`src/rtl/scoreboard_regfile.sv`:
```
// ============================================================================
// scoreboard_regfile : parametrised register file with write bypass,
//                      per-register pending-write scoreboard, WWD port and
//                      retired-instruction counter.   Rev 1.0
// ============================================================================
`default_nettype none

module scoreboard_regfile #(
    parameter int WIDTH    = 16,
    parameter int NUM_REGS = 4,
    parameter int ADDR_W   = 2,
    parameter int NUM_RD   = 2,
    parameter int PEND_W   = 2
) (
    input  logic                     clk,
    input  logic                     reset_n,
    input  logic [NUM_RD*ADDR_W-1:0] rd_addr,
    output logic [NUM_RD*WIDTH-1:0]  rd_data,
    output logic [NUM_RD-1:0]        rd_busy,
    input  logic                     wr_en,
    input  logic                     wwd,
    input  logic [ADDR_W-1:0]        wr_addr,
    input  logic [WIDTH-1:0]         wr_data,
    input  logic                     iss_en,
    input  logic [ADDR_W-1:0]        iss_addr,
    input  logic                     ret_en,
    input  logic [ADDR_W-1:0]        ret_addr,
    output logic [WIDTH-1:0]         out_port,
    output logic                     out_valid,
    output logic                     iss_ovf,
    output logic                     ret_unf,
    output logic [WIDTH-1:0]         num_retired
);

    localparam int                DEPTH   = 1 << ADDR_W;
    localparam logic [PEND_W-1:0] CNT_MAX = '1;
    localparam logic [PEND_W-1:0] CNT_ONE = PEND_W'(1);

    function automatic logic addr_ok(input logic [ADDR_W-1:0] a);
        return int'(a) < NUM_REGS;
    endfunction

    logic [WIDTH-1:0]  regs     [DEPTH];
    logic [PEND_W-1:0] cnt      [DEPTH];
    logic [PEND_W-1:0] cnt_next [DEPTH];

    logic wr_arr;
    logic wwd_wr;
    logic iss_ok;
    logic ret_ok;
    logic same_reg;
    logic ovf_next;
    logic unf_next;

    assign wr_arr   = wr_en && !wwd && addr_ok(wr_addr);
    assign wwd_wr   = wr_en && wwd;
    assign iss_ok   = iss_en && addr_ok(iss_addr);
    assign ret_ok   = ret_en && addr_ok(ret_addr);
    // A simultaneous reserve and release of one register cancel out.
    assign same_reg = iss_ok && ret_ok && (iss_addr == ret_addr);

    generate
        for (genvar k = 0; k < NUM_RD; k++) begin : g_rd
            logic [ADDR_W-1:0] port_addr;
            logic [WIDTH-1:0]  port_data;
            logic              port_busy;

            assign port_addr = rd_addr[k*ADDR_W +: ADDR_W];

            always_comb begin
                port_data = '0;
                port_busy = 1'b0;
                if (addr_ok(port_addr)) begin
                    port_data = (wr_arr && (wr_addr == port_addr)) ? wr_data : regs[port_addr];
                    // Last reservation retiring now: its value arrives via the bypass.
                    port_busy = (cnt[port_addr] != '0) &&
                                !(ret_ok && (ret_addr == port_addr) && (cnt[port_addr] == CNT_ONE));
                end
            end

            assign rd_data[k*WIDTH +: WIDTH] = port_data;
            assign rd_busy[k]                = port_busy;
        end
    endgenerate

    always_comb begin
        for (int i = 0; i < DEPTH; i++) begin
            cnt_next[i] = cnt[i];
            if (!same_reg) begin
                if (iss_ok && (iss_addr == ADDR_W'(i)) && (cnt[i] != CNT_MAX))
                    cnt_next[i] = cnt[i] + CNT_ONE;
                if (ret_ok && (ret_addr == ADDR_W'(i)) && (cnt[i] != '0))
                    cnt_next[i] = cnt[i] - CNT_ONE;
            end
        end
        ovf_next = iss_ok && !same_reg && (cnt[iss_addr] == CNT_MAX);
        unf_next = ret_ok && !same_reg && (cnt[ret_addr] == '0);
    end

    always_ff @(posedge clk or negedge reset_n) begin
        if (!reset_n) begin
            for (int i = 0; i < DEPTH; i++) begin
                regs[i] <= '0;
                cnt[i]  <= '0;
            end
        end else begin
            if (wr_arr)
                regs[wr_addr] <= wr_data;
            for (int i = 0; i < DEPTH; i++)
                cnt[i] <= cnt_next[i];
        end
    end

    always_ff @(posedge clk or negedge reset_n) begin
        if (!reset_n) begin
            out_port    <= '0;
            out_valid   <= 1'b0;
            iss_ovf     <= 1'b0;
            ret_unf     <= 1'b0;
            num_retired <= '0;
        end else begin
            out_valid <= wwd_wr;
            iss_ovf   <= ovf_next;
            ret_unf   <= unf_next;
            if (wwd_wr)
                out_port <= wr_data;
            // Every retirement counts, squashed or not, whatever its address.
            if (ret_en)
                num_retired <= num_retired + WIDTH'(1);
        end
    end

endmodule

`default_nettype wire

```
`config.mk`:
```
export PLATFORM = sky130hd
export DESIGN_NAME = scoreboard_regfile
export DESIGN_NICKNAME = d
export VERILOG_FILES = /design/src/rtl/scoreboard_regfile.sv
export SDC_FILE = /design/constraint.sdc
export NUM_CORES = 1
export LEC_CHECK = 0
export CORE_ASPECT_RATIO = 1.75
export CORE_MARGIN = 3
export CORE_UTILIZATION = 48
export DETAILED_ROUTE_END_ITERATION = 6
export PLACE_DENSITY = 0.75
export SLEW_MARGIN = 20
export SYNTH_ARGS = -nofsm -noshare
export SYNTH_HDL_FRONTEND = slang
export SYNTH_SLANG_ARGS = --single-unit
```
`constraint.sdc`:
```
create_clock -name clk -period 1.5 [get_ports clk]
set_clock_uncertainty 0.1 [all_clocks]
set_input_delay 0.15 -clock clk [delete_from_list [all_inputs] [get_ports clk]]
set_output_delay 0.15 -clock clk [all_outputs]
set_load 0.01 [all_outputs]
```
; ---- Word-level counts from Yosys, hierarchy flattened
; Index checks and enable logic that the tools add are counted.
[word_totals]
latchBits = 0
wordCells = 137
romBits = 0
output_inout_bits = 69
ram_bits = 0
input_bits = 32
n_memories = 0
ff_bits = 107
[op_classes]
bitwise_logic = 6
n_shift = 0
div_mod_pow = 0
order_cmp = 6
reduce_logical = 54
eq_ne = 18
n_mul = 0
mux = 31
add_sub_neg = 9
[ops]
columns = op, count
row1 = two-way mux 16 bit, 7
row2 = binary-select mux 16 bit (select 2 bit), 2
row3 = bitwise mux 64 bit, 1
row4 = logical AND 1 bit, 33
row5 = demux 16 bit (select 2 bit), 1
row6 = two-way mux 2 bit, 16
row7 = nonzero test 2 bit, 10
row8 = "adder 16 x 1 -> 16 bit, second input constant", 1
row9 = binary-select mux 2 bit (select 2 bit), 4
row10 = ">= comparator 3 bit, second input constant", 5
row11 = NOT 2 -> 3 bit, 5
row12 = == test 2 bit, 5
row13 = "== test 2 bit, second input constant", 5
row14 = "adder 2 x 1 -> 2 bit, second input constant", 4
row15 = "== test 2 x 1 -> 1 bit, second input constant", 4
row16 = "inequality test 2 bit, second input constant", 4
row17 = AND reduction 2 bit, 4
row18 = "subtractor 2 x 1 -> 2 bit, second input constant", 4
row19 = logical NOT 2 bit, 3
row20 = logical NOT 1 bit, 4
row21 = "< comparator 3 x 1 -> 1 bit, second input constant", 1
row22 = NOT 1 bit, 1

; ---- Logic depth before layout (Yosys ltp)
; Gate-level depths: netlist (run 1).
[logic_depth]
depth_word = 8
ltp_mapped = 6

; ---- Worst setup path before layout (run 1)
; No wires, ideal clock.
[synth_timing]
kind = register -> register
from = reg num_retired[0]
to = reg num_retired[14]
period_less_slack_ps = 1513
arrival_time_ps = 1333
slack_ps = -13
setup_time_ps = 79
required_time_ps = 1321
stages_incl_launch_ff = 5
path_cell_list = dfrtp_1 > ha_1 > nand4_1 > nor4_1 > xor2_1
[synth_between]
elab_chain_cells = 1
[synth_rtl]
columns = item, line
row1 = "start, declared", 32  ; output logic [WIDTH-1:0] num_retired
row2 = "start signal, assigned", 129  ; num_retired <= num_retired + WIDTH'(1);
row3 = adder 16 x 1 -> 16 bit, 129
; Every way passes these cells.
; A chain may end at the register's enable or synchronous reset.

; ---- Worst setup path in the final report (run 1)
[layout_timing]
from = reg regs[4] (netlist name)
to = out rd_data[4]
[layout_between]
elab_chain_cells = 4
[layout_rtl]
columns = item, line
row1 = "start, declared", 43  ; logic [WIDTH-1:0] regs [DEPTH];
row2 = "start signal, assigned by index", 108  ; regs[wr_addr] <= wr_data;
row3 = binary-select mux 16 bit (select 2 bit), 74  ; port_data = (wr_arr && (wr_addr == port_addr)) ? wr_data : regs[port_addr];
row4 = two-way mux 16 bit (not written as such) (2 in a row), 74
row5 = two-way mux 16 bit, 74
row6 = "end, declared", 18  ; output logic [NUM_RD*WIDTH-1:0] rd_data,
; Every way passes these cells. The select of a mux whose other input is x is not followed.

==> results of run 1 <==
## sequential cells by signal, summed over array words and instances, names as in the netlist
signal and cells:
regs 64, num_retired 16, out_port 16, cnt 8, iss_ovf 1, out_valid 1
ret_unf 1
## layout make-up
cell class                 count  area [sq um]
timing repair buffer         213          2080
tap                          162           203
inverter                       7          26.3
clock buffer                  11           243
fill                         760          3230
multi-input combinational    265          3210
clock inverter                 5           108
sequential                   107          2680
## path summary, 6_finish.rpt
| path | startpoint | to | slack [ns] |
|---|---|---|---|
| setup / recovery | regs[4] | rd_data[4] | -0.44 |
| hold / removal | reset_n | num_retired[15] | 0.23 |
| setup reg to reg | cnt[1] | ret_unf | -0.17 |
| hold reg to reg | num_retired[15] | num_retired[15] | 0.37 |
| max in group asynchronous | reset_n | regs[63] | 0.53 |
| min in group clk | wr_en | out_valid | 0.29 |
## timing repair
action	in CTS	in global routing
buffers inserted	17	10
endpoints found under the hold margin	27	0
endpoints found under the setup margin	113	91
hold buffers	1	0
pin swaps	11	11
resized for setup	246	28
## through the flow
step                total power, mW  setup slack (ns)  std cells  hold slack, ns  setup TNS (ns)
floorplan                      6.00          -0.00299        406          -0.246        -0.00299
detailed placement             7.91            -0.790        729          0.0294          -57.68
CTS                            11.1            -0.449        762           0.222          -12.85
global placement               7.73            -0.769        729          0.0193          -55.31
finish                         11.2            -0.437        770           0.227          -12.74
global route                   11.7            -0.474        770           0.262          -14.00
## cells in the final DEF (no fill, tap or decap), drive strengths merged, types with 2 or more instances in the layout
cell           synthesis  routed
a21o                   2       2
a21oi                  4       4
a31oi                  4       4
a32oi                  4       4
and3                   2       2
and3b                  4       4
and4                   2       2
and4b                  2       2
buf                   23     149
bufinv                 0       3
clkbuf                 4      11
clkdlybuf4s50          0      24
dfrtp                107     107
dlygate4sd2            0      26
dlymetal6s2s           0      12
inv                    7       8
mux2                 113     113
mux4                  38      38
nand2                  7       7
nand3                 10      10
nand3b                 2       2
nand4                  5       5
nand4bb                2       2
nor2                   8       8
nor3                   4       4
nor3b                  3       3
nor4                   5       5
o21ai                  5       5
o22ai                  4       4
or3b                   2       2
xnor2                 15      15
xor2                   9       9
## layer usage
| layer | global-route usage, % | share of wire, % | up-vias |
|---|---|---|---|
| li1 | - | - | 1942 |
| met1 | 30.2 | 38 | 2317 |
| met2 | 42.5 | 57 | 125 |
| met3 | 2.92 | 3.0 | 26 |
| met4 | 8.16 | 2.2 | 0 |
| met5 | 0 | 0 | - |
## critical path: stages, from the launching register on
cell and delay, ns:
sky130_fd_sc_hd__dfrtp_1 0.41, sky130_fd_sc_hd__mux4_2 0.53, sky130_fd_sc_hd__mux2_4 0.29, sky130_fd_sc_hd__buf_6 0.12
## power by group through the flow
stage / logic (mW) / clock network [mW] / registers, mW
after floorplan: 1.90 / 0 / 4.10
after detailed placement: 3.77 / 0 / 4.14
after CTS: 4.21 / 2.80 / 4.06
after global placement: 3.66 / 0 / 4.07
final: 4.37 / 2.77 / 4.07
after global routing: 4.64 / 2.91 / 4.15
## cell families after synthesis
| logic type | count (synthesis) |
|---|---|
| buf+inv | 34 |
| xor+xnor | 24 |
| mux | 151 |
| fa+ha+maj | 1 |
| simple gates | 64 |
| compound gates | 25 |
| flops | 107 |
==> insert_results.sql, run 1 <==
INSERT INTO impl_metrics (metric_group, metric, value, unit) VALUES
('critical_path', 'worstPathMaxFanout', '3', ''),
('synth', 'list_of_most_frequent_post_synthesis_cells', 'sky130_fd_sc_hd__dfrtp_1, sky130_fd_sc_hd__mux2_2, sky130_fd_sc_hd__mux4_2', ''),
('outcome', 'result_of_the_run', 'finished, violations left', ''),
('pwr', 'logic_pwr_share', '39.0', '%'),
('global_routing', 'grt.overflow.total', '0', ''),
('synth', 'number_of_enable_flip_flop_cells_after_synthesis', '0', ''),
('critical_path', 'critPathRequiredTime', '1.25', 'ns'),
('die', 'initial_utilization', '49.8', '%'),
('global_routing', 'grt_start_max_net_pins', '31', ''),
('clock_tree', 'cts_htree_levels', '3', ''),
('die', 'die_x', '89.6', 'um'),
('die', 'fp.dieH', '152', 'um'),
('timing', 'max_freq', '0.516', 'GHz'),
('timing', 'rsz_0062_raised_after_global_routing', 'yes', ''),
('clock_tree', 'cts_buffer_depth', '2', ''),
('synth', 'synth_area_leaders', 'sky130_fd_sc_hd__dfrtp_1, sky130_fd_sc_hd__mux2_2, sky130_fd_sc_hd__mux4_2, sky130_fd_sc_hd__mux2_1, sky130_fd_sc_hd__mux2_4', ''),
('pwr', 'p_per_area', '1310', 'nW/um^2'),
('synth', 'synth_adder_area_share', '0.213', '%'),
('die', 'num_rows', '52', ''),
('route', 'wl_per_cell', '20.7', 'um'),
('synth', 'postSynthRegisterBits', '107', ''),
('final_layout', 'design.final.nets', '636', ''),
('synth', 'avgSynthCellArea', '14.5', 'sq um'),
('critical_path', 'element_type_at_the_critical_path_end', 'output port', ''),
('pwr', 'leakage', '4.00', 'nW'),
('synth', 'synthDominantCellAreaShare', '45.6', '%'),
('route', 'detailedRoute.firstIterationViolations', '222', ''),
('route', 'drc', '0', ''),
('synth', 'synth_simple_gate_area_share', '7.29', '%'),
('clock_tree', 'cts_root_buffer', 'sky130_fd_sc_hd__clkbuf_16', ''),
('timing', 'final.min_clock_period', '1.94', 'ns'),
('outcome', 'violations', 'negative setup slack', ''),
('placement', 'dpl_cell_area', '7690', 'sq um'),
('final_layout', 'layout-drive-gt1-share', '53.5', '%'),
('clock_tree', 'clkLatencyLatePin', '0.34', 'ns'),
('synth', 'syn-num-nets', '439', ''),
('final_layout', 'fin_util', '72.6', '%'),
('route', 'vias_per_cell', '5.73', ''),
('synth', 'combinational_family_with_the_most_area_after_synthesis', 'multiplexers', ''),
('clock_tree', 'clock-sinks', '107', ''),
('synth', 'netlist_area_pre_place', '5870', 'sq um'),
('synth', 'synthCells', '406', ''),
('synth', 'yosys_warnings', '0', ''),
('worst_hold_path', 'timing.hold.worst.class', 'in2async', ''),
('die', 'design.die.area', '13600', 'sq um'),
('synth', 'synth_xor_area_share', '3.58', '%'),
('synth', 'post-synth-top-count-cell', 'sky130_fd_sc_hd__dfrtp_1', ''),
('route', 'detailroute.via_count', '4410', ''),
('timing', 'timing.max_slew.rel_slack', '68.7', '%'),
('synth', 'yosysTopAreaCell', 'sky130_fd_sc_hd__dfrtp_1', ''),
('timing', 'setup_viol', '37', ''),
('synth', 'number_of_library_cell_types_mapped_by_synthesis', '43', ''),
('critical_path', 'path_class', 'reg2out', ''),
('timing', 'timing.final.max_slew_violations', '0', ''),
('timing', 'finalHoldViolCount', '0', ''),
('route', 'postRouteAntennaNets', '0', ''),
('pwr', 'clock_share_of_power', '24.7', '%'),
('placement', 'port_buffers', '100', ''),
('clock_tree', 'tritoncts', 'done', ''),
('pwr', 'swShare', '29.2', '%'),
('timing', 'final_min_period_over_clock_period', '129', '%'),
('synth', 'synth_mux_area_share', '36.8', '%'),
('final_layout', 'synthToLayoutAreaGrowth', '45.6', '%'),
('synth', 'async_reset_ff_share', '100', '%'),
('pwr', 'p_seq_share', '36.3', '%'),
('global_routing', 'grt_antenna_before_repair', '0', ''),
('clock_tree', 'clk_pin_slew_worst_paths', '0.07', 'ns'),
('timing', 'worst_slack', '-0.437', 'ns'),
('clock_tree', 'tritoncts_buffer_count', '9', ''),
('critical_path', 'worstRegToRegCells', '5', ''),
('die', 'core', '11800', 'sq um');
No activity file was read; power rests on OpenSTA's default activity.
==> run 2, diff against run 1 <==
Settings changed: CORE_ASPECT_RATIO 1.75 to 0.7, CORE_MARGIN 3 to 2.
==> run 2 against run 1 <==
  * The run still ends with negative setup slack left
  * Die area decreased by 3.7%
  * Critical path type unchanged
  * First-iteration DRC count decreased by 18%
  * Sequential power about the same
  * Non-clock buffer count increased by 4
  * Clock power decreased by 16%
==> insert_results.sql, run 2 (synthesis gave the netlist of run 1 again) <==
INSERT INTO impl_metrics (metric_group, metric, value, unit) VALUES
('outcome', 'result_of_the_run', 'finished, violations left', ''),
('outcome', 'violations', 'negative setup slack', ''),
('worst_hold_path', 'timing.hold.worst.class', 'in2async', ''),
('final_layout', 'largestRegisters', 'regs x64, num_retired x16, out_port x16', ''),
('critical_path', 'timing.critical_path.from', 'regs[20]', ''),
('critical_path', 'critPathRequiredTime', '1.25', 'ns'),
('timing', 'timing.hold.ws', '0.172', 'ns'),
('critical_path', 'path_class', 'reg2out', ''),
('final_layout', 'layout_common_cells', 'sky130_fd_sc_hd__dfrtp_1, sky130_fd_sc_hd__buf_4, sky130_fd_sc_hd__mux2_2', ''),
('pwr', 'p_per_area', '1250', 'nW/um^2'),
('pwr', 'max-vdd-ir-drop', '0.911', 'mV'),
('die', 'design.die.area', '13100', 'sq um'),
('critical_path', 'crit_family', 'multiplexers', ''),
('route', 'postRouteWirelength', '15.9', 'mm'),
('timing', 'max_freq', '0.524', 'GHz'),
('clock_tree', 'cts_root_buffer', 'sky130_fd_sc_hd__clkbuf_16', ''),
('final_layout', 'fin_util', '72.5', '%'),
('final_layout', 'layout_commonest_cell', 'sky130_fd_sc_hd__dfrtp_1', ''),
('global_routing', 'grt_start_max_net_pins', '32', ''),
('timing', 'rsz_0062_raised_after_global_routing', 'yes', ''),
('placement', 'dpl_cell_area', '7690', 'sq um'),
('critical_path', 'worstPathMaxFanout', '3', ''),
('global_routing', 'first_global_vias', '4596', ''),
('critical_path', 'crit-reg2reg-capture', 'cnt[6]', ''),
('clock_tree', 'cts_buffer_depth', '2', ''),
('timing', 'finalHoldViolCount', '0', ''),
('die', 'initial_utilization', '49.7', '%'),
('route', 'postRouteAntennaNets', '0', ''),
('route', 'detailedRoute.firstIterationViolations', '182', ''),
('final_layout', 'synthToLayoutAreaGrowth', '45.8', '%'),
('route', 'vias_per_cell', '5.76', ''),
('final_layout', 'design.final.nets', '640', ''),
('pwr', 'leakage', '4.01', 'nW'),
('placement', 'final_gp_congestion', '0.887', ''),
('final_layout', 'final_area', '8560', 'sq um'),
('timing', 'final.min_clock_period', '1.91', 'ns'),
('final_layout', 'max_flop_register', 'regs', ''),
('timing', 'timing.max_slew.rel_slack', '72.0', '%'),
('timing', 'worst_slack', '-0.408', 'ns'),
('final_layout', 'number_of_standard_cells_in_the_final_layout_excluding_fillers', '769', ''),
('critical_path', 'crit_path_end', 'rd_data[20]', ''),
('final_layout', 'layout-drive-gt1-share', '55.1', '%'),
('timing', 'final_min_period_over_clock_period', '127', '%'),
('timing', 'setup_viol', '35', ''),
('clock_tree', 'clkLatencyLatePin', '0.35', 'ns'),
('critical_path', 'crit_path_cell_trace', 'mux4_2, mux2_4, buf_6', ''),
('route', 'detailroute.via_count', '4431', ''),
('die', 'core', '11800', 'sq um'),
('final_layout', 'antenna-diode-count', '0', ''),
('route', 'drt_pass1_iterations', '4', ''),
('global_routing', 'global_route.usage.total', '24.8', '%'),
('global_routing', 'grt.overflow.total', '0', ''),
('critical_path', 'worstPathBufferInverterCount', '1', ''),
('critical_path', 'kind_of_launch_point_of_the_worst_setup_path', 'flop', ''),
('route', 'drc', '0', ''),
('die', 'boundaryPins', '101', ''),
('critical_path', 'element_type_at_the_critical_path_end', 'output port', ''),
('timing', 'timing.final.max_slew_violations', '0', ''),
('clock_tree', 'clock-sinks', '107', ''),
('pwr', 'total_power', '10.7', 'mW'),
('critical_path', 'cp_slowest_stage_delay', '0.50', 'ns'),
('critical_path', 'cp.depth', '3', ''),
('clock_tree', 'clk_pin_slew_worst_paths', '0.08', 'ns'),
('route', 'wl_per_cell', '20.6', 'um'),
('clock_tree', 'cts_htree_levels', '3', ''),
('critical_path', 'regToRegStartpoint', 'cnt[7]', ''),
('placement', 'place.detailed.instances', '723', ''),
('global_routing', 'wire_length_of_the_first_global_routing_pass', '24.5', 'mm'),
('critical_path', 'worstRegToRegCells', '4', ''),
('timing', 'worst_pin_slew', '0.420', 'ns'),
('placement', 'place.detailed.hpwl', '10.7', 'mm'),
('critical_path', 'cell_type_of_the_slowest_stage_on_the_worst_timing_path', 'sky130_fd_sc_hd__mux4_2', ''),
('clock_tree', 'tritoncts_buffer_count', '9', ''),
('final_layout', 'largest_reg_flops', '64', ''),
('placement', 'port_buffers', '100', ''),
('die', 'fp.dieH', '96.5', 'um'),
('critical_path', 'cp.arrival', '1.66', 'ns'),
('run', 'cap_viol_max_count', '0', ''),
('clock_tree', 'tritoncts', 'done', ''),
('critical_path', 'r2r_slack', '-0.02', 'ns'),
('die', 'num_rows', '33', ''),
('die', 'die_x', '136', 'um'),
('global_routing', 'grt_antenna_before_repair', '0', '');
## run 2: metrics by stage
step / setup WS, ns / setup TNS [ns]
floorplan: -0.00299 / -0.00299
global placement: -0.931 / -62.26
detailed placement: -0.956 / -64.55
CTS: -0.418 / -12.68
global route: -0.450 / -13.93
finish: -0.408 / -12.46
## run 2: layout make-up
cell class | instances | area [sq um]
Clock buffer | 10 | 239
Clock inverter | 6 | 57.6
Fill cell | 789 | 3250
Inverter | 7 | 26.3
Multi-Input combinational cell | 265 | 3240
Sequential cell | 107 | 2680
Tap cell | 157 | 196
Timing Repair Buffer | 217 | 2120
## run 2: what timing repair did
item,in CTS,in global routing
setup endpoints to repair,116,67
endpoints found under the hold margin,82,0
setup buffers,18,9
gates cloned,3,0
gates resized for setup,248,36
hold buffers,1,0
pin swaps,7,15
## run 2: worst min-delay path by stage
stage               cells past startpoint              to
floorplan                               0          cnt[0]
global placement                        1  num_retired[5]
detailed placement                      1  num_retired[4]
CTS                                     2  num_retired[4]
global route                            2  num_retired[4]
finish                                  2  num_retired[4]
## run 2: worst register-to-register path: stages (launching register included)
cell	delay, ns
sky130_fd_sc_hd__dfrtp_1	0.41
sky130_fd_sc_hd__buf_6	0.14
sky130_fd_sc_hd__or4b_4	0.47
sky130_fd_sc_hd__a32oi_2	0.19
sky130_fd_sc_hd__o22ai_1	0.10
## run 2: routing by layer
metal  GRT usage (%)  share of wire [%]  up-vias
li1                -                  -     1965
met1            34.1                 45     2309
met2            41.2                 48      140
met3            4.69                4.6       17
met4            6.51                1.5        0
met5               0                  0        -
## run 2: power breakdown
part | switching [mW] | internal (mW)
registers | 0.506 | 3.54
clock network | 1.13 | 1.21
logic | 1.62 | 2.70
